--- config.mk ---
export PLATFORM = sky130hd
export DESIGN_NAME = control_unit_flat
export DESIGN_NICKNAME = d
export VERILOG_FILES = /design/src/rtl/cu_pkg.sv /design/src/rtl/control_unit_if.sv /design/src/rtl/cu_alu.sv /design/src/rtl/control_unit.sv /design/src/flat_wrapper.sv
export SDC_FILE = /design/constraint.sdc
export NUM_CORES = 1
export LEC_CHECK = 0
export ABC_AREA = 1
export BUFFER_PORTS_ARGS = -buffer_cell sky130_fd_sc_hd__buf_4
export CAP_MARGIN = 20
export CELL_PAD_IN_SITES_DETAIL_PLACEMENT = 1
export CELL_PAD_IN_SITES_GLOBAL_PLACEMENT = 1
export CORE_UTILIZATION = 44
export DETAILED_ROUTE_END_ITERATION = 8
export MAX_ROUTING_LAYER = met4
export PLACE_DENSITY_LB_ADDON = 0.1
export SETUP_SLACK_MARGIN = 0.15
export SYNTH_ARGS = -nofsm -noshare
export SYNTH_HDL_FRONTEND = slang
export SYNTH_SLANG_ARGS = --single-unit
--- constraint.sdc ---
create_clock -name clk -period 6.1 [get_ports clk]
set_input_delay 0.915 -clock clk [delete_from_list [all_inputs] [get_ports clk]]
set_output_delay 0.915 -clock clk [all_outputs]
set_load 0.02 [all_outputs]
--- src/rtl/cu_pkg.sv ---
// Shared definitions for the accumulator control unit: field widths, opcodes,
// FSM state encoding and the instruction-word layout.
package cu_pkg;

  localparam int OPC_W  = 3;
  localparam int IMM_W  = 5;
  localparam int DATA_W = 8;

  localparam logic [OPC_W-1:0] OP_NOP = 3'b000;
  localparam logic [OPC_W-1:0] OP_LDI = 3'b001;
  localparam logic [OPC_W-1:0] OP_ADD = 3'b010;
  localparam logic [OPC_W-1:0] OP_SUB = 3'b011;
  localparam logic [OPC_W-1:0] OP_JMP = 3'b100;
  localparam logic [OPC_W-1:0] OP_JZ  = 3'b101;
  localparam logic [OPC_W-1:0] OP_OUT = 3'b110;
  localparam logic [OPC_W-1:0] OP_HLT = 3'b111;

  typedef enum logic [2:0] {
    S_ADDR = 3'd0,
    S_DATA = 3'd1,
    S_DEC  = 3'd2,
    S_EXEC = 3'd3,
    S_HALT = 3'd4
  } state_t;

  typedef struct packed {
    logic [OPC_W-1:0] op;
    logic [IMM_W-1:0] imm;
  } instr_t;

  function automatic logic [DATA_W-1:0] zext_imm(input logic [IMM_W-1:0] imm);
    return {{(DATA_W-IMM_W){1'b0}}, imm};
  endfunction

endpackage

--- src/rtl/control_unit_if.sv ---
// Fetch bus between the control unit (master) and the memory interface stage
// (slave): ctrl selects address-latch (0) or instruction-latch (1).
interface control_unit_if;

  logic                        ctrl;
  logic [cu_pkg::DATA_W-1:0]   address;
  logic [cu_pkg::DATA_W-1:0]   instruction;

  modport master (output ctrl, output address, input  instruction);
  modport slave  (input  ctrl, input  address, output instruction);

endinterface

--- src/rtl/cu_alu.sv ---
// Combinational ALU for LDI/ADD/SUB; o_we flags opcodes that write acc/flags.
// Carry passes through unchanged for LDI and non-ALU opcodes.
module cu_alu
  import cu_pkg::*;
(
  input  logic [DATA_W-1:0] i_acc,
  input  logic [DATA_W-1:0] i_imm,
  input  logic [OPC_W-1:0]  i_op,
  input  logic              i_cf,
  output logic [DATA_W-1:0] o_result,
  output logic              o_zf,
  output logic              o_cf,
  output logic              o_we
);

  logic [DATA_W:0] w_sum;
  logic [DATA_W:0] w_diff;

  // Ninth bit of the difference is the borrow (set when acc < imm).
  assign w_sum  = {1'b0, i_acc} + {1'b0, i_imm};
  assign w_diff = {1'b0, i_acc} - {1'b0, i_imm};

  always_comb begin
    // NOTE: every output gets a default first so no path through the case leaves it unassigned (no latch).
    o_result = i_acc;
    o_cf     = i_cf;
    o_we     = 1'b0;
    case (i_op)
      OP_LDI: begin
        o_result = i_imm;
        o_we     = 1'b1;
      end
      OP_ADD: begin
        o_result = w_sum[DATA_W-1:0];
        o_cf     = w_sum[DATA_W];
        o_we     = 1'b1;
      end
      OP_SUB: begin
        o_result = w_diff[DATA_W-1:0];
        o_cf     = w_diff[DATA_W];
        o_we     = 1'b1;
      end
      default: ;
    endcase
    o_zf = (o_result == '0);
  end

endmodule

--- src/rtl/control_unit.sv ---
// Accumulator control unit: 4-cycle fetch/decode/execute FSM driving the memory
// fetch bus. Define CU_SINGLE_STEP_EN to add the step input gating S_ADDR.
module control_unit
  import cu_pkg::*;
#(
  parameter logic [DATA_W-1:0] PC_RESET = 8'h00,
  parameter logic [DATA_W-1:0] OUT_INIT = 8'h00
) (
  input  logic               clk,
  input  logic               rst,
  input  logic               run,
`ifdef CU_SINGLE_STEP_EN
  input  logic               step,
`endif
  control_unit_if.master     mem_bus,
  output logic [DATA_W-1:0]  out_data,
  output logic               out_valid,
  output logic               halted
);

  state_t              r_state;
  instr_t              r_ir;
  logic [DATA_W-1:0]   r_pc;
  logic [DATA_W-1:0]   r_acc;
  logic                r_zf;
  logic                r_cf;
  logic                r_ctrl;
  logic [DATA_W-1:0]   r_out_data;
  logic                r_out_valid;
  logic                r_halted;

  logic                w_advance;
  logic [DATA_W-1:0]   w_imm;
  logic [DATA_W-1:0]   w_alu_result;
  logic                w_alu_zf;
  logic                w_alu_cf;
  logic                w_alu_we;

`ifdef CU_SINGLE_STEP_EN
  assign w_advance = run & step;
`else
  assign w_advance = run;
`endif

  assign w_imm = zext_imm(r_ir.imm);

  cu_alu u_alu (
    .i_acc    (r_acc),
    .i_imm    (w_imm),
    .i_op     (r_ir.op),
    .i_cf     (r_cf),
    .o_result (w_alu_result),
    .o_zf     (w_alu_zf),
    .o_cf     (w_alu_cf),
    .o_we     (w_alu_we)
  );

  // NOTE: rst is synchronous, so it is tested inside the clocked block and not listed in the sensitivity list.
  // NOTE: all state uses non-blocking assignments so every register samples pre-edge values.
  always_ff @(posedge clk) begin
    if (rst) begin
      r_state     <= S_ADDR;
      r_ir        <= '0;
      r_pc        <= PC_RESET;
      r_acc       <= '0;
      r_zf        <= 1'b0;
      r_cf        <= 1'b0;
      r_ctrl      <= 1'b0;
      r_out_data  <= OUT_INIT;
      r_out_valid <= 1'b0;
      r_halted    <= 1'b0;
    end else begin
      r_out_valid <= 1'b0;
      case (r_state)
        S_ADDR: begin
          if (w_advance) begin
            r_state <= S_DATA;
            r_ctrl  <= 1'b1;
          end
        end
        S_DATA: begin
          r_state <= S_DEC;
          r_ctrl  <= 1'b0;
        end
        S_DEC: begin
          r_ir    <= instr_t'(mem_bus.instruction);
          r_state <= S_EXEC;
        end
        S_EXEC: begin
          r_state <= S_ADDR;
          r_pc    <= r_pc + 8'd1;
          if (w_alu_we) begin
            r_acc <= w_alu_result;
            r_zf  <= w_alu_zf;
            r_cf  <= w_alu_cf;
          end
          case (r_ir.op)
            OP_JMP: r_pc <= w_imm;
            OP_JZ:  if (r_zf) r_pc <= w_imm;
            OP_OUT: begin
              r_out_data  <= r_acc;
              r_out_valid <= 1'b1;
            end
            OP_HLT: begin
              r_pc     <= r_pc;
              r_state  <= S_HALT;
              r_halted <= 1'b1;
            end
            default: ;
          endcase
        end
        S_HALT: ;
        default: r_state <= S_ADDR;
      endcase
    end
  end

  assign mem_bus.ctrl    = r_ctrl;
  assign mem_bus.address = r_pc;
  assign out_data        = r_out_data;
  assign out_valid       = r_out_valid;
  assign halted          = r_halted;

endmodule

--- src/flat_wrapper.sv ---
// flat-port wrapper written by rule: the top's interface ports become plain ports
module control_unit_flat import cu_pkg::*;
#(
  parameter logic [DATA_W-1:0] PC_RESET = 8'h00,
  parameter logic [DATA_W-1:0] OUT_INIT = 8'h00
)
  (clk, rst, run, out_data, out_valid, halted, mem_bus_ctrl, mem_bus_address, mem_bus_instruction);
  control_unit_if mem_bus_i ();
  input  logic clk;
  input  logic rst;
  input  logic run;
  output logic [DATA_W-1:0] out_data;
  output logic out_valid;
  output logic halted;
  output wire logic [$bits(mem_bus_i.ctrl)-1:0] mem_bus_ctrl;
  output wire logic [$bits(mem_bus_i.address)-1:0] mem_bus_address;
  input wire logic [$bits(mem_bus_i.instruction)-1:0] mem_bus_instruction;
  assign mem_bus_ctrl = mem_bus_i.ctrl;
  assign mem_bus_address = mem_bus_i.address;
  assign mem_bus_i.instruction = mem_bus_instruction;
  control_unit #(.PC_RESET(PC_RESET), .OUT_INIT(OUT_INIT)) u_core (.clk(clk), .rst(rst), .run(run), .mem_bus(mem_bus_i), .out_data(out_data), .out_valid(out_valid), .halted(halted));
endmodule
# Word level (Yosys, flattened, before mapping)
# Cells that the tools add are included.
# totals
register_bits	39
latchBits	0
ramBits	0
romBits	0
inputBits	11
output_inout_bits	19
word_cells	49
n_memories	0
# op_classes
addsub	3
multipliers	0
div_mod_pow	0
n_lt_le_gt_ge	0
n_eq_ne	12
shifts	0
n_mux	10
n_bitwise	3
n_reduce_logical	11
# ops
cell	count
8-bit case mux with 3 select lines	2
3-bit equality test, second input constant	5
3-bit case mux with 5 select lines	1
3-bit by 2-bit equality test with 1-bit output, second input constant	4
2-bit AND reduction	6
8-bit by 1-bit adder with 8-bit output, second input constant	1
8-bit by 5-bit adder with 8-bit output	1
8-bit logical NOT	1
8-bit 2-to-1 mux	1
8-bit by 5-bit subtractor with 8-bit output	1
3-bit by 1-bit equality test with 1-bit output, second input constant	2
3-bit 2-to-1 mux	2
3-bit logical NOT	1
1-bit 2-to-1 mux	3
1-bit NOT	3
3-bit OR reduction	1
2-bit != test, second input constant	1
1-bit case mux with 2 select lines	1
2-bit nonzero test	1
2-bit OR reduction	1

# Depth between registers and ports, before layout
# depth
word_depth	4
mapped_depth	17

# Hierarchy
# Synthesis repeated with hierarchy kept, for this count alone.
# hier_totals
cells_unflattened	426
hier_area_um2	2819.0
# by_module_without_submodules
mod	n_inst	cells_each	area_each_um2	seq_area_each_um2
control_unit	1	226	1711.6	800.8
cu_alu	1	200	1107.3	0.0

# Worst setup path before layout
# No wires, ideal clock.
# synth_path
path_type	register to register
start	register u_core.r_ir[0] (netlist bit)
end	register u_core.r_zf
t_arrival_ns	2.097
t_required_ns	6.034
slack_ns	3.937
stages_incl_launch_ff	15
n_path_buf	0
period_less_slack_ns	2.163
cell_sequence	dfxtp_1 > inv_1 > ha_1 > nand2_1 > o21ai_0 > fa_1 > inv_1 > nand3_1 > a21oi_1 > nor2_1 > nor2_1 > nand3_2 > nor2_1 > nand3_1 > a21oi_2
# synth_between
elab_chain_len	3
word_cells_on_any_way	4
# synth_lines
item	line_no	source
start: declaration	control_unit.sv:22	instr_t r_ir;
start signal: assignment	control_unit.sv:86	r_ir <= instr_t'(mem_bus.instruction);
8-bit by 5-bit subtractor with 8-bit output or 8-bit by 5-bit adder with 8-bit output (tied branches)	cu_alu.sv:21, cu_alu.sv:20	
8-bit case mux with 3 select lines *	cu_alu.sv:28	case (i_op)
8-bit logical NOT *	cu_alu.sv:45	o_zf = (o_result == '0);
end signal: assignment	control_unit.sv:94	r_zf <= w_alu_zf;
end: declaration	control_unit.sv:25	logic r_zf;
# Every way passes the cells marked *; elsewhere a longest branch is shown, timed or not.
# A chain may end at the register's enable or synchronous reset.

# Worst setup path in the final report
# Same ends and word-level chain as after synthesis.

==> metrics.yaml <==
status: "finished, final reports clean"
dieHeight_microns: 72.4
min_path_cells: 2
slew_viol_final: 0
cts_root_buffer: "clkbuf_8"
ios: 30
path_cells: "inv_1 -> ha_1 -> nand2_1 -> o21ai_0 -> fa_1 -> inv_1 -> nand3_1 -> a21oi_1 -> nor2_1 -> nor2_1 -> nand3_2 -> nor2_1 -> nand3_1 -> a21oi_2"
tightest_slew_ns: 0.739
dp_hpwl_mm: 4.55
gr-total-overflow: 0
fin_crit_ns: 2.53
grt_max_degree: 24
diodes: 0
max_slew_margin_pct: 50.6
finClkSkew_ns: 0.00683
seq_area_sq_um: 781
ant_nets: 0
ys_warn_count: 0
clock_latency_ns: 0.30
place_congestion: 0.845
wl_mm: 5.98
holdCritStartpoint: "u_core.halted"
die_w_microns: 72.4
vdd_drop_max_mv: 0.131
async_flop_share_pct: 0
fmax_mhz: 395
rr_worst_depth: 14
ys_seq_area_share_pct: 35.8
fin_nets: 361
ys_ff_latch: 39
clockBufferDepth: 2
port_buffers: 29
cts_buffers: 5
synth.area.top_cells: "dfxtp_1, nand2_1, a21oi_1, inv_1, o21ai_0"
netlist_instances: 310
synth_common_cells: "nand2_1, inv_1, dfxtp_1"
drt_iter0_markers: 134
hold_class: "register to register"
worst_hold_slack_ns: 0.451
fillers: 657
fp.coreArea_sq_mm: 0.00475
syn_to_final_growth_pct: 16.1
grt_usage_pct: 25.2
synth_cell_type_count: 34
required_ns: 6.33
r2r_end: "u_core.r_zf"
pre_cts_slack_ns: 3.61
hold_end: "u_core.halted"
wl_per_cell_microns: 14.7
synth_top_area_share_pct: 35.8
cts.clk_slew.worst_paths_ns: 0.08
critical_path_class: "register to register"
maxCapViolCount: 0
synth_fp_nets: 331
grt_antenna_before_repair: 0
r2r_slack_ns: 3.57
p_total_uw: 590
leakagePower_nw: 1.15
worstSetupStartpointType: "register"
cpMostUsedCell: "nor2_1"
endpoint_kind: "register"
yosysMostFrequentCell: "nand2_1"
drcViolationCount: 0
finalHoldViolations: 0
synth_edf_count: 0
drt_first_pass_iters: 4
syn_avg_cell_area_sq_um: 7.03
fin_ws_ns: 3.57
finalCritPeriodShare_pct: 41.6
fin_tns_setup_ns: 0
drive_above_1_share_pct: 14.1
final_area_sq_mm: 0.00253
drt-vias-per-instance: 5.23
start_util_pct: 45.8
grt_pass1_vias: 2090
yosysTopAreaCell: "dfxtp_1"
crit_fanout: 5
rsz0062_at_grt: "false"
vias: 2135
num_rows: 25
cp_data_arrival_time_ns: 2.77
slowest_delay_ns: 0.46
die_area_sq_mm: 0.00524
hold_buffers: 0
place_area_sq_mm: 0.00245
cts_setup_buffers: 0
cts_resized: 0
ys.flop_type: "dfxtp_1"
r2r_start: "u_core.r_ir[0]"
syn-cell-area_sq_mm: 0.00218
clock-sinks: 39
power.density_mw_per_mm2: 233
grt_pass1_wl_mm: 9.85
htreeDepth: 2
multiInputGateArea_sq_mm: 0.00117
cts_tree: "yes"
setup_viol: 0
slowest_stage: "fa_1"
[worst max-delay path: cells and delay by family (launching register included)]
family          cells  cell delay, ns
buf+inv             2            0.23
compound gates      3            0.43
fa+ha+maj           2            0.78
simple gates        7            0.67
flops               1            0.36
[through the flow]
stage	util (%)	std cells
after detailed placement	51.5	400
final	53.2	408
after CTS	53.2	408
after global placement	51.5	400
after floorplan	-	310
after global routing	53.2	408
[worst max path at each step]
| stage | from | slack [ns] | depth (start not counted) | to |
|---|---|---|---|---|
| floorplan | u_core.r_ir[0] | 3.94 | 14 | u_core.r_zf |
| global placement | u_core.r_ir[7] | 3.71 | 15 | u_core.r_zf |
| detailed placement | u_core.r_ir[0] | 3.61 | 14 | u_core.r_zf |
| CTS | u_core.r_ir[0] | 3.54 | 14 | u_core.r_zf |
| global route | u_core.r_ir[0] | 3.28 | 14 | u_core.r_zf |
| finish | u_core.r_ir[0] | 3.57 | 14 | u_core.r_zf |
[sequential cells by signal (all words and copies together) (netlist names)]
| name | flops |
|---|---|
| u_core.r_state | 3 |
| u_core.r_acc | 8 |
| u_core.r_zf | 1 |
| u_core.mem_bus.ctrl | 1 |
| u_core.out_valid | 1 |
| u_core.out_data | 8 |
| u_core.halted | 1 |
| u_core.mem_bus.address | 8 |
| u_core.r_ir | 8 |
[per-layer routing]
layer  global-route usage (%)  part of all wire, %  vias up
met2                     39.8                   46       34
li1                         -                    -     1088
met1                     33.2                   50     1005
met3                     3.33                  2.5        8
met5                        -                    0        -
met4                     8.28                  1.3        0
[final cells by class]
cell class                      count  share of cell area, %
Clock buffer                        7                   3.02
Clock inverter                      1                  0.198
Inverter                           52                   7.72
Multi-Input combinational cell    213                   46.3
Sequential cell                    39                   30.9
Tap cell                           67                   3.31
Timing Repair Buffer               29                   8.61
[power breakdown]
part	total (mW)	internal, mW	leakage, nW	switching (mW)
clock	0.173	0.0804	0.0422	0.0928
sequential	0.269	0.261	0.316	0.00717
combinational	0.149	0.0515	0.788	0.0971
[cell families after synthesis]
family / Yosys count / synth area share [%]
and+or+nand+nor: 115 / 24.0
DFF: 39 / 35.8
adders and majority gates: 10 / 6.09
AOI/OAI and AO/OA: 82 / 21.2
buffers and inverters: 58 / 10.4
xor gates and xnor gates: 6 / 2.41
[cells in the final DEF (no fill, tap or decap), drive strengths merged, types with 6 or more instances in the layout]
master,n
nor2,21
buf,29
clkbuf,7
o211ai,6
ha,9
nand3,24
dfxtp,39
inv,51
nand2,59
a21oi,38
o21ai,27
No activity file was read; power rests on OpenSTA's default activity.
